File: src/rtl/dpram_rr_arbiter_if.sv
// Client and SRAM-side signal bundle for the two-requester dpram arbiter.
// The arbiter takes the slave view; the clients and the SRAM macro together take the master view.
interface dpram_rr_arbiter_if #(
    parameter int ADDR_WIDTH = 10,
    parameter int DATA_WIDTH = 32
);
    logic                  wr_req_0;
    logic                  wr_req_1;
    logic [ADDR_WIDTH-1:0] wr_addr_0;
    logic [ADDR_WIDTH-1:0] wr_addr_1;
    logic [DATA_WIDTH-1:0] wr_data_0;
    logic [DATA_WIDTH-1:0] wr_data_1;
    logic                  wr_gnt_0;
    logic                  wr_gnt_1;
    logic                  rd_req_0;
    logic                  rd_req_1;
    logic [ADDR_WIDTH-1:0] rd_addr_0;
    logic [ADDR_WIDTH-1:0] rd_addr_1;
    logic                  rd_gnt_0;
    logic                  rd_gnt_1;
    logic                  rd_valid_0;
    logic                  rd_valid_1;
    logic [DATA_WIDTH-1:0] rd_data;
    logic                  mem_wen;
    logic [ADDR_WIDTH-1:0] mem_waddr;
    logic [DATA_WIDTH-1:0] mem_wdata;
    logic                  mem_ren;
    logic [ADDR_WIDTH-1:0] mem_raddr;
    logic [DATA_WIDTH-1:0] mem_rdata;

    modport slave (
        input  wr_req_0, wr_req_1, wr_addr_0, wr_addr_1, wr_data_0, wr_data_1,
        input  rd_req_0, rd_req_1, rd_addr_0, rd_addr_1, mem_rdata,
        output wr_gnt_0, wr_gnt_1, rd_gnt_0, rd_gnt_1, rd_valid_0, rd_valid_1, rd_data,
        output mem_wen, mem_waddr, mem_wdata, mem_ren, mem_raddr
    );

    modport master (
        output wr_req_0, wr_req_1, wr_addr_0, wr_addr_1, wr_data_0, wr_data_1,
        output rd_req_0, rd_req_1, rd_addr_0, rd_addr_1, mem_rdata,
        input  wr_gnt_0, wr_gnt_1, rd_gnt_0, rd_gnt_1, rd_valid_0, rd_valid_1, rd_data,
        input  mem_wen, mem_waddr, mem_wdata, mem_ren, mem_raddr
    );
endinterface

File: src/rtl/dpram_rr_arbiter.sv
// Round-robin arbiter and zero-fill initialiser for a 1024x32 dual-port SRAM.
// Write and read ports are arbitrated independently so one write and one read can complete per cycle.
module dpram_rr_arbiter #(
    parameter int ADDR_WIDTH = 10,
    parameter int DATA_WIDTH = 32,
    parameter int INIT_ZERO  = 1
) (
    input  logic                clk,
    input  logic                rst_n,
    output logic                init_done,
    dpram_rr_arbiter_if.slave   bus
);
    typedef enum logic [0:0] {ST_INIT = 1'b0, ST_RUN = 1'b1} state_t;

    state_t                state_r;
    logic [ADDR_WIDTH-1:0] init_cnt_r;
    logic                  wr_prio_r;
    logic                  rd_prio_r;
    logic                  rd_valid_0_r;
    logic                  rd_valid_1_r;
    logic                  run_s;
    logic                  init_s;
    logic                  wr_gnt_0_s;
    logic                  wr_gnt_1_s;
    logic                  rd_gnt_0_s;
    logic                  rd_gnt_1_s;

    // Reset gates everything so the SRAM sees no enables while rst_n is low.
    assign run_s  = rst_n && (state_r == ST_RUN);
    assign init_s = rst_n && (state_r == ST_INIT);

    // Grant logic: a lone requester wins, otherwise the pointer (0 = requester 0 first) decides.
    always_comb begin
        wr_gnt_0_s = 1'b0;
        wr_gnt_1_s = 1'b0;
        rd_gnt_0_s = 1'b0;
        rd_gnt_1_s = 1'b0;
        if (run_s) begin
            wr_gnt_0_s = bus.wr_req_0 && (!bus.wr_req_1 || !wr_prio_r);
            wr_gnt_1_s = bus.wr_req_1 && (!bus.wr_req_0 ||  wr_prio_r);
            rd_gnt_0_s = bus.rd_req_0 && (!bus.rd_req_1 || !rd_prio_r);
            rd_gnt_1_s = bus.rd_req_1 && (!bus.rd_req_0 ||  rd_prio_r);
        end else begin
            wr_gnt_0_s = 1'b0;
            wr_gnt_1_s = 1'b0;
            rd_gnt_0_s = 1'b0;
            rd_gnt_1_s = 1'b0;
        end
    end

    // SRAM port muxing; idle selects requester 0 so the buses never float.
    always_comb begin
        bus.mem_wen   = wr_gnt_0_s || wr_gnt_1_s;
        bus.mem_waddr = bus.wr_addr_0;
        bus.mem_wdata = bus.wr_data_0;
        if (init_s) begin
            bus.mem_wen   = 1'b1;
            bus.mem_waddr = init_cnt_r;
            bus.mem_wdata = {DATA_WIDTH{1'b0}};
        end else if (wr_gnt_1_s) begin
            bus.mem_waddr = bus.wr_addr_1;
            bus.mem_wdata = bus.wr_data_1;
        end else begin
            bus.mem_waddr = bus.wr_addr_0;
            bus.mem_wdata = bus.wr_data_0;
        end
        bus.mem_ren   = rd_gnt_0_s || rd_gnt_1_s;
        bus.mem_raddr = bus.rd_addr_0;
        if (rd_gnt_1_s) begin
            bus.mem_raddr = bus.rd_addr_1;
        end else begin
            bus.mem_raddr = bus.rd_addr_0;
        end
    end

    // Init/run sequencing, priority pointers and read-valid tags.
    always_ff @(posedge clk) begin
        if (!rst_n) begin
            state_r      <= (INIT_ZERO != 0) ? ST_INIT : ST_RUN;
            init_cnt_r   <= {ADDR_WIDTH{1'b0}};
            wr_prio_r    <= 1'b0;
            rd_prio_r    <= 1'b0;
            rd_valid_0_r <= 1'b0;
            rd_valid_1_r <= 1'b0;
        end else begin
            case (state_r)
                ST_INIT: begin
                    init_cnt_r <= init_cnt_r + ADDR_WIDTH'(1);
                    if (init_cnt_r == {ADDR_WIDTH{1'b1}}) begin
                        state_r <= ST_RUN;
                    end else begin
                        state_r <= ST_INIT;
                    end
                end
                ST_RUN: begin
                    if (wr_gnt_0_s) begin
                        wr_prio_r <= 1'b1;
                    end else if (wr_gnt_1_s) begin
                        wr_prio_r <= 1'b0;
                    end else begin
                        wr_prio_r <= wr_prio_r;
                    end
                    if (rd_gnt_0_s) begin
                        rd_prio_r <= 1'b1;
                    end else if (rd_gnt_1_s) begin
                        rd_prio_r <= 1'b0;
                    end else begin
                        rd_prio_r <= rd_prio_r;
                    end
                end
                default: begin
                    state_r    <= ST_INIT;
                    init_cnt_r <= {ADDR_WIDTH{1'b0}};
                end
            endcase
            rd_valid_0_r <= rd_gnt_0_s;
            rd_valid_1_r <= rd_gnt_1_s;
        end
    end

    assign init_done      = run_s;
    assign bus.wr_gnt_0   = wr_gnt_0_s;
    assign bus.wr_gnt_1   = wr_gnt_1_s;
    assign bus.rd_gnt_0   = rd_gnt_0_s;
    assign bus.rd_gnt_1   = rd_gnt_1_s;
    assign bus.rd_valid_0 = rd_valid_0_r;
    assign bus.rd_valid_1 = rd_valid_1_r;
    assign bus.rd_data    = bus.mem_rdata;
endmodule

File: src/flat_wrapper.sv
// flat-port wrapper written by rule: the top's interface ports become plain ports
module dpram_rr_arbiter_flat 
#(
    parameter int ADDR_WIDTH = 10,
    parameter int DATA_WIDTH = 32,
    parameter int INIT_ZERO  = 1
)
  (clk, rst_n, init_done, bus_wr_req_0, bus_wr_req_1, bus_wr_addr_0, bus_wr_addr_1, bus_wr_data_0, bus_wr_data_1, bus_rd_req_0, bus_rd_req_1, bus_rd_addr_0, bus_rd_addr_1, bus_mem_rdata, bus_wr_gnt_0, bus_wr_gnt_1, bus_rd_gnt_0, bus_rd_gnt_1, bus_rd_valid_0, bus_rd_valid_1, bus_rd_data, bus_mem_wen, bus_mem_waddr, bus_mem_wdata, bus_mem_ren, bus_mem_raddr);
  dpram_rr_arbiter_if #(.ADDR_WIDTH(ADDR_WIDTH), .DATA_WIDTH(DATA_WIDTH)) bus_i ();
  input  logic clk;
  input  logic rst_n;
  output logic init_done;
  input wire logic [$bits(bus_i.wr_req_0)-1:0] bus_wr_req_0;
  input wire logic [$bits(bus_i.wr_req_1)-1:0] bus_wr_req_1;
  input wire logic [$bits(bus_i.wr_addr_0)-1:0] bus_wr_addr_0;
  input wire logic [$bits(bus_i.wr_addr_1)-1:0] bus_wr_addr_1;
  input wire logic [$bits(bus_i.wr_data_0)-1:0] bus_wr_data_0;
  input wire logic [$bits(bus_i.wr_data_1)-1:0] bus_wr_data_1;
  input wire logic [$bits(bus_i.rd_req_0)-1:0] bus_rd_req_0;
  input wire logic [$bits(bus_i.rd_req_1)-1:0] bus_rd_req_1;
  input wire logic [$bits(bus_i.rd_addr_0)-1:0] bus_rd_addr_0;
  input wire logic [$bits(bus_i.rd_addr_1)-1:0] bus_rd_addr_1;
  input wire logic [$bits(bus_i.mem_rdata)-1:0] bus_mem_rdata;
  output wire logic [$bits(bus_i.wr_gnt_0)-1:0] bus_wr_gnt_0;
  output wire logic [$bits(bus_i.wr_gnt_1)-1:0] bus_wr_gnt_1;
  output wire logic [$bits(bus_i.rd_gnt_0)-1:0] bus_rd_gnt_0;
  output wire logic [$bits(bus_i.rd_gnt_1)-1:0] bus_rd_gnt_1;
  output wire logic [$bits(bus_i.rd_valid_0)-1:0] bus_rd_valid_0;
  output wire logic [$bits(bus_i.rd_valid_1)-1:0] bus_rd_valid_1;
  output wire logic [$bits(bus_i.rd_data)-1:0] bus_rd_data;
  output wire logic [$bits(bus_i.mem_wen)-1:0] bus_mem_wen;
  output wire logic [$bits(bus_i.mem_waddr)-1:0] bus_mem_waddr;
  output wire logic [$bits(bus_i.mem_wdata)-1:0] bus_mem_wdata;
  output wire logic [$bits(bus_i.mem_ren)-1:0] bus_mem_ren;
  output wire logic [$bits(bus_i.mem_raddr)-1:0] bus_mem_raddr;
  assign bus_i.wr_req_0 = bus_wr_req_0;
  assign bus_i.wr_req_1 = bus_wr_req_1;
  assign bus_i.wr_addr_0 = bus_wr_addr_0;
  assign bus_i.wr_addr_1 = bus_wr_addr_1;
  assign bus_i.wr_data_0 = bus_wr_data_0;
  assign bus_i.wr_data_1 = bus_wr_data_1;
  assign bus_i.rd_req_0 = bus_rd_req_0;
  assign bus_i.rd_req_1 = bus_rd_req_1;
  assign bus_i.rd_addr_0 = bus_rd_addr_0;
  assign bus_i.rd_addr_1 = bus_rd_addr_1;
  assign bus_i.mem_rdata = bus_mem_rdata;
  assign bus_wr_gnt_0 = bus_i.wr_gnt_0;
  assign bus_wr_gnt_1 = bus_i.wr_gnt_1;
  assign bus_rd_gnt_0 = bus_i.rd_gnt_0;
  assign bus_rd_gnt_1 = bus_i.rd_gnt_1;
  assign bus_rd_valid_0 = bus_i.rd_valid_0;
  assign bus_rd_valid_1 = bus_i.rd_valid_1;
  assign bus_rd_data = bus_i.rd_data;
  assign bus_mem_wen = bus_i.mem_wen;
  assign bus_mem_waddr = bus_i.mem_waddr;
  assign bus_mem_wdata = bus_i.mem_wdata;
  assign bus_mem_ren = bus_i.mem_ren;
  assign bus_mem_raddr = bus_i.mem_raddr;
  dpram_rr_arbiter #(.ADDR_WIDTH(ADDR_WIDTH), .DATA_WIDTH(DATA_WIDTH), .INIT_ZERO(INIT_ZERO)) u_core (.clk(clk), .rst_n(rst_n), .init_done(init_done), .bus(bus_i));
endmodule
File: config.mk
export PLATFORM = sky130hd
export DESIGN_NAME = dpram_rr_arbiter_flat
export DESIGN_NICKNAME = d
export VERILOG_FILES = /design/src/rtl/dpram_rr_arbiter_if.sv /design/src/rtl/dpram_rr_arbiter.sv /design/src/flat_wrapper.sv
export SDC_FILE = /design/constraint.sdc
export NUM_CORES = 1
export LEC_CHECK = 0
export BUFFER_PORTS_ARGS = -buffer_cell sky130_fd_sc_hd__buf_4
export CORE_ASPECT_RATIO = 0.6
export CORE_MARGIN = 3
export CORE_UTILIZATION = 31
export CTS_CLUSTER_SIZE = 10
export DETAILED_ROUTE_END_ITERATION = 16
export PLACE_DENSITY_LB_ADDON = 0.15
export SYNTH_ARGS = -nofsm -noshare
export SYNTH_HDL_FRONTEND = slang
export SYNTH_SLANG_ARGS = --single-unit
File: constraint.sdc
create_clock -name clk -period 1.3 [get_ports clk]
set_input_delay 0 -clock clk [delete_from_list [all_inputs] [get_ports clk]]
set_output_delay 0 -clock clk [all_outputs]
set_load 0.01 [all_outputs]
==> results.toml <==
[status]
status = "finished with violations"
violations = "setup timing"

[logic_synthesis]
synth.distinct_cells = 30
synth_top_area_share_pct = 14.9
synthesis.nets = 439
synth_top_family_by_area = "compound AO/OA/AOI/OAI gates"
synthAdderAreaFrac_pct = 0.619
synth_simple_gate_area_share_pct = 25.8
synth-xor-area-share_pct = 1.30
synth-edff-count = 0
seq_area_frac_synth_pct = 14.9
synthMuxAreaShare_pct = 6.07
synth_most_common_cell = "nand4_1"
yosysTopAreaCell = "dfxtp_1"
ys_warn_count = 0
synth-seq-cells = 15
postSynthCellCount = 296
synth_commonest_cells = "nand4_1, a21oi_1, o31ai_1"
synth_ff_type = "dfxtp_1"
avgSynthCellArea_um2 = 6.83
synth_compound_gate_area_share_pct = 30.7
async_reset_ff_share_pct = 0
yosys-top-cells-area = "dfxtp_1, nand4_1, o31ai_1"
synth_area_um2 = 2020

[grt]
grt_pass1_wl_mm = 12.2
grt_pass1_vias = 2550
grt.busiest_layer = "met2"
use_met3_pct = 5.86
grtUsageTotal_pct = 20.5
antenna_found_initial = 0
use_met2_pct = 34.0
grt_overflow = 0
grtUsageMet1_pct = 26.1
grt_start_max_net_pins = 34

[power_and_ir_drop]
vdd_drop_max_mv = 0.334
swShare_pct = 31.3
p_leak_nw = 1.60
p_clk_share_pct = 23.3
power_mw = 1.66
power-per-cell-area_nw_per_um2 = 452
netSwitchingPower_mw = 0.519
internal_power_mw = 1.14
sequentialPowerShare_pct = 28.5
combinationalPowerShare_pct = 48.2

[final_layout]
ff_latch_area_um2 = 324
nets = 587
multi_input_area_um2 = 1470
area_growth_pct = 81.6
drive_above_1_share_pct = 59.6
fill_cells = 583
n_antenna_cell = 0
postLayoutCoreUtil_pct = 59.0

[floorplanning]
initial_utilization_pct = 32.5
fp.dieW_um = 110
die_area_um2 = 7560
core_area_um2 = 6220
rows = 22
die-height_um = 68.5
io_pins = 235

[hold_path]
holdPathEnd = "bus_rd_data[20]"
hold_depth = 0
hold_path.class = "in2out"
hp-start = "bus_mem_rdata[20]"

[worst_setup_path]
worst-endpoint-arrival_ns = 1.45
crit_top_cell = "buf_4"
reg2reg_to = "u_core.init_cnt_r[5]"
cpMaxStageDelayCell = "dfxtp_4"
startpoint_type = "flop"
r2r_cells = 5
critPathTopFamily = "buffers and inverters"
reg2reg_slack_ns = -0.11
critical-path-max-stage-delay_ns = 0.37
path_cells = "nand2_4 > buf_4 > o31ai_1 > a21oi_1 > buf_4"
worstSetupEndpointType = "output port"
cp_num_buf_inv = 2
worst_ep_required_time_ns = 1.30
critical_path.max_fanout = 23
crit_type = "reg2out"
r2r_start = "u_core.state_r"

[sta]
slew_headroom_pct = 77.2
drv_slew = 0
finalHoldViolCount = 0
tightest_slew_ns = 0.341
fin_ws_ns = -0.153
setup_viol = 57
final.min_clock_period_ns = 1.45
finClkSkew_ns = 0.000903
grt_setup_unrepaired = "yes"
fin_crit_sh_pct = 112
max_freq_mhz = 688

[placed_design]
portBuffers = 170
dp_hpwl_mm = 6.61
gp_congestion = 0.867
dp_slack_ns = -0.0507

[detailed_routing]
first_pass_iters = 4
drc = 0
detail-route-antenna-nets = 0
dr.first_iter.drc_count = 178
viasPerCell = 5.52
vias = 2911
wirelength_mm = 8.98
wire_per_inst_um = 17.0

[clock_tree]
cts_tree = "built"
worst_skew_pair.late_latency_ns = 0.25
cts_buffers = 3
cts_root_buffer = "clkbuf_8"
h-tree-depth = 1
clock-sinks = 15
cts.path.max_buffers = 2
path_clk_slew_ns = 0.06

[flow_run]
max_cap_viol_count = 0
[what timing repair did]
item / CTS / global route
gates resized for setup: 38 / 22
setup endpoints to repair: 61 / 62
setup buffers: 4 / 0
cloned: 1 / 2
hold buffers: 0 / 0
pin swaps: 6 / 2
[per-stage QoR]
stage	setup TNS, ns	cells	hold WS, ns	area, µm²
after floorplan	0	296	0.0918	2030
after global placement	-0.0898	516	0.0000686	3330
after detailed placement	-0.685	516	0.0000686	3330
after CTS	-5.94	525	0.0000686	3560
after global routing	-10.59	527	0.0000277	3670
final	-6.37	527	0.00000391	3670
[flip-flops by register name (all words and copies together), names as in the netlist]
signal,flops
u_core.bus.rd_valid_1,1
u_core.bus.rd_valid_0,1
u_core.state_r,1
u_core.rd_prio_r,1
u_core.wr_prio_r,1
u_core.init_cnt_r,10
[power groups by stage]
| stage | registers, mW | logic (mW) | clock network, mW |
|---|---|---|---|
| 6_report | 0.472 | 0.798 | 0.387 |
| 5_1_grt | 0.472 | 0.862 | 0.419 |
| 4_1_cts | 0.476 | 0.787 | 0.400 |
| 3_5_place_dp | 0.486 | 0.753 | 0 |
| 3_3_place_gp | 0.485 | 0.745 | 0 |
| 2_1_floorplan | 0.489 | 0.362 | 0 |
[how the worst max path moves through the flow]
| stage | slack (ns) | end | start | cells after the start |
|---|---|---|---|---|
| 4_1_cts | -0.14 | bus_mem_waddr[5] | u_core.state_r | 6 |
| 3_5_place_dp | -0.05 | bus_mem_raddr[4] | u_core.state_r | 6 |
| 3_3_place_gp | -0.01 | bus_mem_raddr[2] | u_core.state_r | 6 |
| 6_report | -0.15 | bus_mem_wdata[17] | u_core.state_r | 5 |
| 2_1_floorplan | 0.004 | u_core.init_cnt_r[8] | u_core.init_cnt_r[1] | 4 |
| 5_1_grt | -0.23 | bus_mem_waddr[8] | u_core.state_r | 6 |
[layout make-up]
| class | instances | area share (%) |
|---|---|---|
| Multi-Input combinational cell | 207 | 40.2 |
| Sequential cell | 15 | 8.83 |
| Inverter | 7 | 0.784 |
| Timing Repair Buffer | 210 | 46.1 |
| Tap cell | 84 | 2.86 |
| Clock buffer | 4 | 1.23 |
[kinds of logic (layout without fill, tap and decap cells)]
| kind of cell | Yosys count | count (layout) |
|---|---|---|
| AO/OA/AOI/OAI | 100 | 100 |
| XOR/XNOR | 3 | 3 |
| adder cells (fa/ha/maj) | 1 | 1 |
| buffers and inverters | 75 | 221 |
| flip-flops | 15 | 15 |
| multiplexers | 11 | 11 |
| AND/OR/NAND/NOR | 91 | 92 |
[cells in the final DEF, fill, tap and decap left out, types with 2 or more instances in the layout]
| cell type | Yosys | routed |
|---|---|---|
| o31ai_2 | 0 | 8 |
| and3_1 | 3 | 3 |
| a21oi_2 | 0 | 9 |
| inv_1 | 7 | 6 |
| o31ai_1 | 35 | 27 |
| buf_12 | 0 | 4 |
| nor2b_4 | 0 | 2 |
| or3_1 | 2 | 2 |
| nand4_1 | 42 | 42 |
| or4_1 | 3 | 2 |
| buf_6 | 0 | 7 |
| buf_4 | 32 | 195 |
| a21oi_1 | 40 | 31 |
| mux2_2 | 10 | 10 |
| o21ai_0 | 13 | 13 |
| buf_8 | 0 | 3 |
| clkbuf_8 | 0 | 3 |
| or3_2 | 2 | 2 |
| o211ai_1 | 10 | 10 |
| dfxtp_1 | 15 | 6 |
| dfxtp_2 | 0 | 4 |
| xor2_1 | 3 | 3 |
| nand3_1 | 3 | 2 |
| nand2b_4 | 0 | 3 |
| nand2_1 | 18 | 17 |
| dfxtp_4 | 0 | 5 |
| nor2_1 | 9 | 9 |
[routing by layer]
metal / vias to the layer above / share of wire (%)
met4: 0 / 1.7
met1: 1340 / 40
met3: 24 / 9.6
li1: 1392 / -
met2: 155 / 49
met5: - / 0
Note: power is estimated with default switching activity, not from simulation.
